[config.mk]
export PLATFORM = sky130hd
export DESIGN_NAME = seg_adder
export DESIGN_NICKNAME = d
export VERILOG_FILES = /design/src/rtl/seg_adder.sv
export SDC_FILE = /design/constraint.sdc
export NUM_CORES = 1
export LEC_CHECK = 0
export CAP_MARGIN = 10
export CELL_PAD_IN_SITES_DETAIL_PLACEMENT = 1
export CELL_PAD_IN_SITES_GLOBAL_PLACEMENT = 1
export CORE_AREA = 2 2 85 87
export CTS_CLUSTER_DIAMETER = 40
export DETAILED_ROUTE_END_ITERATION = 16
export DIE_AREA = 0 0 87 89
export PLACE_DENSITY = 0.78
export SYNTH_ARGS = -nofsm -noshare
export SYNTH_HDL_FRONTEND = slang
export SYNTH_SLANG_ARGS = --single-unit
[constraint.sdc]
create_clock -name clk -period 3.7 [get_ports clk]
set_input_delay 0.74 -clock clk [delete_from_list [all_inputs] [get_ports clk]]
set_output_delay 0.74 -clock clk [all_outputs]
set_load 0.01 [all_outputs]
[src/rtl/seg_adder.sv]
// Multi-cycle segmented adder: adds WIDTH-bit operands SEG bits per clock, LSB segment first.
// Optional subtract mode is built only when SEG_ADDER_SUB_EN is defined.
module seg_adder #(
  parameter int WIDTH = 16,
  parameter int SEG   = 4
) (
  input  logic             clk,
  input  logic             rst,
  input  logic             in_valid,
  output logic             in_ready,
  input  logic [WIDTH-1:0] a,
  input  logic [WIDTH-1:0] b,
  input  logic             cin,
  input  logic             sub,
  output logic             out_valid,
  input  logic             out_ready,
  output logic [WIDTH-1:0] sum,
  output logic             cout,
  output logic             ovf
);

  localparam int NSEG = WIDTH / SEG;
  localparam int CW   = (NSEG > 1) ? $clog2(NSEG) : 1;

  localparam logic [1:0] IDLE = 2'd0;
  localparam logic [1:0] RUN  = 2'd1;
  localparam logic [1:0] DONE = 2'd2;

  // Handshakes: a transfer happens on a rising edge where valid and ready are
  // both high; in_ready is high only in IDLE, out_valid only in DONE.
  logic [1:0]       state;
  logic [WIDTH-1:0] a_q;
  logic [WIDTH-1:0] b_q;
  logic             carry;
  logic [CW-1:0]    cnt;
  logic [WIDTH-1:0] b_in;
  logic             cin_in;
  logic [SEG-1:0]   seg_a;
  logic [SEG-1:0]   seg_b;
  logic [SEG:0]     seg_full;
  logic             last;
  logic             ovf_next;

`ifdef SEG_ADDER_SUB_EN
  assign b_in   = sub ? ~b : b;
  assign cin_in = cin ^ sub;
`else
  logic unused_sub;
  assign unused_sub = sub;
  assign b_in       = b;
  assign cin_in     = cin;
`endif

  assign in_ready  = (state == IDLE);
  assign out_valid = (state == DONE);
  assign last      = (cnt == CW'(NSEG - 1));

  always_comb begin
    seg_a = '0;
    seg_b = '0;
    for (int i = 0; i < NSEG; i++) begin
      if (cnt == CW'(i)) begin
        seg_a = a_q[i*SEG +: SEG];
        seg_b = b_q[i*SEG +: SEG];
      end
    end
    seg_full = {1'b0, seg_a} + {1'b0, seg_b} + {{SEG{1'b0}}, carry};
    // Carry into the MSB equals a^b^s at that bit, so overflow folds to one XOR chain.
    ovf_next = seg_a[SEG-1] ^ seg_b[SEG-1] ^ seg_full[SEG-1] ^ seg_full[SEG];
  end

  always_ff @(posedge clk or posedge rst) begin
    if (rst) begin
      state <= IDLE;
      a_q   <= '0;
      b_q   <= '0;
      carry <= 1'b0;
      cnt   <= '0;
      sum   <= '0;
      cout  <= 1'b0;
      ovf   <= 1'b0;
    end else begin
      case (state)
        IDLE: begin
          if (in_valid) begin
            a_q   <= a;
            b_q   <= b_in;
            carry <= cin_in;
            cnt   <= '0;
            state <= RUN;
          end
        end
        RUN: begin
          for (int i = 0; i < NSEG; i++) begin
            if (cnt == CW'(i)) sum[i*SEG +: SEG] <= seg_full[SEG-1:0];
          end
          carry <= seg_full[SEG];
          if (last) begin
            cout  <= seg_full[SEG];
            ovf   <= ovf_next;
            state <= DONE;
          end else begin
            cnt <= cnt + 1'b1;
          end
        end
        DONE: begin
          if (out_ready) state <= IDLE;
        end
        default: state <= IDLE;
      endcase
    end
  end

endmodule

==> results by group, run 1 <==
Run status
  – Outcome: completed

Layout
  – Post-layout instance area: 3380 sq um
  – Final Net Count: 321
  – Non-Filler Instances: 354
  – Area grow syn2layout: 26.4%
  – Number of diodes: 0
  – Layout cells sized above 1: 17.9%
  – Fill count: 701
  – Final core occ: 50.3%

Timing
  – Max-slew headroom: 57.7%
  – Worst setup margin: 0.307 ns
  – Setup TNS: 0 ns
  – Final hold slack: 0.493 ns
  – Clock Skews: 0.00856 ns
  – Minimum clock period: 3.39 ns
  – Max Slew Vio Count: 0
  – Fmax: 295 MHz
  – Number of setup violations in the final report: 0
  – Crit share post-route: 91.7%
  – Unrepaired setup endpoints after global routing: no
  – Final hold viol count: 0
  – Slew @ Worst Pin: 0.633 ns

Job
  – Maxcap violations: 0

Synth
  – Async set or reset register ratio after synthesis: 100%
  – Top post-synthesis cells by area: dfrtp_1, mux2_4, nand2_1, ha_1, o21ai_0
  – Post-synth EDFFs: 0
  – Syn_nets: 264
  – Synth unique cells: 32
  – Commonest register cell after synthesis: dfrtp_1
  – Cells after Synth: 217
  – Cell with the most instances after synthesis: dfrtp_1
  – Post-synth top area share: 51.4%
  – #FFs+latches synth: 55
  – Syn Std Cell Area: 2680 sq um
  – Top cell type by total area after synthesis: dfrtp_1
  – Ys Warns: 0
  – Post-synth top cells: dfrtp_1, mux2_4, nand2_1, o21ai_0, a21oi_1
  – Sequential element share of the synthesized area: 51.4%
  – Syn avg cell area: 12.3 sq um

Detailed routing
  – First-pass DRT Iterations: 4
  – Routed Antenna Nets: 0
  – DR vias/cell: 5.15
  – Post-route DRC: 0
  – Final Routed Wirelength: 6.01 mm
  – DR iter-0 viols: 76
  – Via count: 1824
  – Drt wl/cell: 17.0 um

Critical path
  – Worst setup EP type: register
  – Worst endpoint data arrival time: 3.56 ns
  – Setup CP Type: register to register
  – Critical-path maximum fanout: 8
  – Crit path largest cell delay: 0.42 ns
  – Required @ worst endpoint: 3.87 ns
  – Reg-to-Reg End: ovf
  – R2R Path Start: cnt[1]
  – R2R cell count: 13
  – Slowest cell on crit path: dfrtp_1
  – Crit start category: register
  – Critical path cell sequence: inv_1 -> ha_1 -> nor2b_1 -> a221oi_1 -> nor3_1 -> a21oi_1 -> fa_1 -> inv_1 -> fa_1 -> a21o_1 -> a21oi_1 -> xor2_1 -> o21ai_0
  – Crit path from: cnt[1]
  – R2R Setup Slk: 0.31 ns

Placement
  – DP HPWL: 4.31 mm
  – Worst slack, placed: 0.439 ns
  – I/O Buffers: 56
  – RD Place Congestion: 0.703
  – Dpl cells: 346
  – Area after DPL: 3260 sq um

Global routing
  – Initial antenna violation count: 0
  – Global-route total usage across every layer: 16.2%
  – Largest net degree at the start of global routing: 56
  – Overflow after GRT: 0
  – Vias in the first global route: 1907
  – First-pass GRT wire length: 9.60 mm

Min path
  – Hold path cells: 2
  – Hold endpoint: sum[8]
  – Worst Min Path Start: sum[8]
  – Hold crit path type: register to register

Clock network
  – Clk slew on worst S/H paths: 0.09 ns
  – H-Tree Depth: 2
  – CTS Hold Bufs: 0
  – Worst skew pair latency: 0.30 ns
  – Post-CTS resize count: 0
  – TritonCTS clock tree: yes
  – CTS max path bufs: 2
  – Root buffer cell: clkbuf_8
  – Setup bufs post-CTS: 0
  – TritonCTS Buffers: 5
  – CTS Sinks: 55

Power
  – PD cells: 987 nW/um^2
  – Leakage power: 1.49 nW
  – Worst VDD drop: 0.000374 V
  – Pwr Total: 3.34 mW

Floorplanning
  – Die W: 87 um
  – Die Height: 89 um
  – Core Area: 6720 sq um
  – Starting density of the core: 39.8%
  – Row cnt: 30
  – DIE AREA: 7740 sq um
  – I/O pins: 58
==> cells by family (layout without fill, tap and decap cells) <==
family / after synthesis / after routing / synth area share [%]
and+or+nand+nor: 51 / 51 / 8.98
AOI/OAI and AO/OA: 46 / 46 / 9.78
muxes: 36 / 36 / 19.4
xor gates and xnor gates: 3 / 3 / 0.982
DFF: 55 / 55 / 51.4
buffers and inverters: 17 / 74 / 4.68
adders and majority gates: 9 / 9 / 4.77
==> state kept, by name (all words and copies together) (netlist names) <==
name	count
ovf	1
cnt	2
state	2
a_q	16
sum	16
cout	1
carry	1
b_q	16
==> area by class of cell <==
type,count,area [sq um],share of cell area [%]
Multi-Input combinational cell,145,1170,34.7
Sequential cell,55,1380,40.7
Timing Repair Buffer,60,603,17.8
Clock buffer,6,72.6,2.15
Clock inverter,1,30.0,0.888
Inverter,7,26.3,0.777
Tap cell,80,100,2.96
==> per-layer routing <==
metal / share of wire (%) / track usage [%]
met5: 0 / 0
met4: 1.2 / 4.55
met3: 3.4 / 3.23
met2: 50 / 28.2
met1: 45 / 20.6
==> worst max-delay path: cells and delay by family (launching register included) <==
kind | cells | cell delay, ns
and+or+nand+nor | 2 | 0.25
buffers and inverters | 2 | 0.17
AOI/OAI and AO/OA | 5 | 1.15
DFF | 1 | 0.42
adders and majority gates | 3 | 1.01
xor gates and xnor gates | 1 | 0.23
==> placed cells by master (no fill, tap or decap), types with 2 or more instances in the layout <==
cell | netlist | routed
mux2_2 | 6 | 6
dfrtp_1 | 55 | 55
inv_1 | 7 | 6
nand3b_1 | 4 | 4
o21ai_0 | 16 | 16
a21oi_1 | 15 | 15
ha_1 | 7 | 7
xnor2_1 | 2 | 2
clkbuf_8 | 0 | 5
o31ai_1 | 2 | 2
a221oi_1 | 4 | 4
o22ai_1 | 2 | 2
o21ai_1 | 4 | 4
mux2_4 | 30 | 30
nor2_1 | 4 | 4
nand2_1 | 30 | 30
nor3_1 | 3 | 3
nor2b_1 | 5 | 5
buf_4 | 1 | 3
clkdlybuf4s50_1 | 0 | 56
fa_1 | 2 | 2
==> how the worst max path moves through the flow <==
stage	to	slack, ns	cells after the start
after global placement	carry	0.56	13
final	ovf	0.31	13
after detailed placement	carry	0.44	13
after CTS	ovf	0.30	13
after global routing	ovf	0.09	13
after floorplan	carry	0.94	13
==> power breakdown <==
part	internal [mW]	switching, mW
registers	0.905	0.196
logic	0.932	0.920
clock network	0.199	0.186
total	2.04	1.30
No activity file was read; power rests on OpenSTA's default activity.
==> inputs of run 2 (changes only) <==
--- a/config.mk
+++ b/config.mk
@@ -13,6 +13,7 @@
 export DETAILED_ROUTE_END_ITERATION = 16
 export DIE_AREA = 0 0 87 89
 export PLACE_DENSITY = 0.78
+export SLEW_MARGIN = 0
 export SYNTH_ARGS = -nofsm -noshare
 export SYNTH_HDL_FRONTEND = slang
 export SYNTH_SLANG_ARGS = --single-unit
==> results of run 2 <==
Final layout, timing and power as in run 1 (identical DEF).
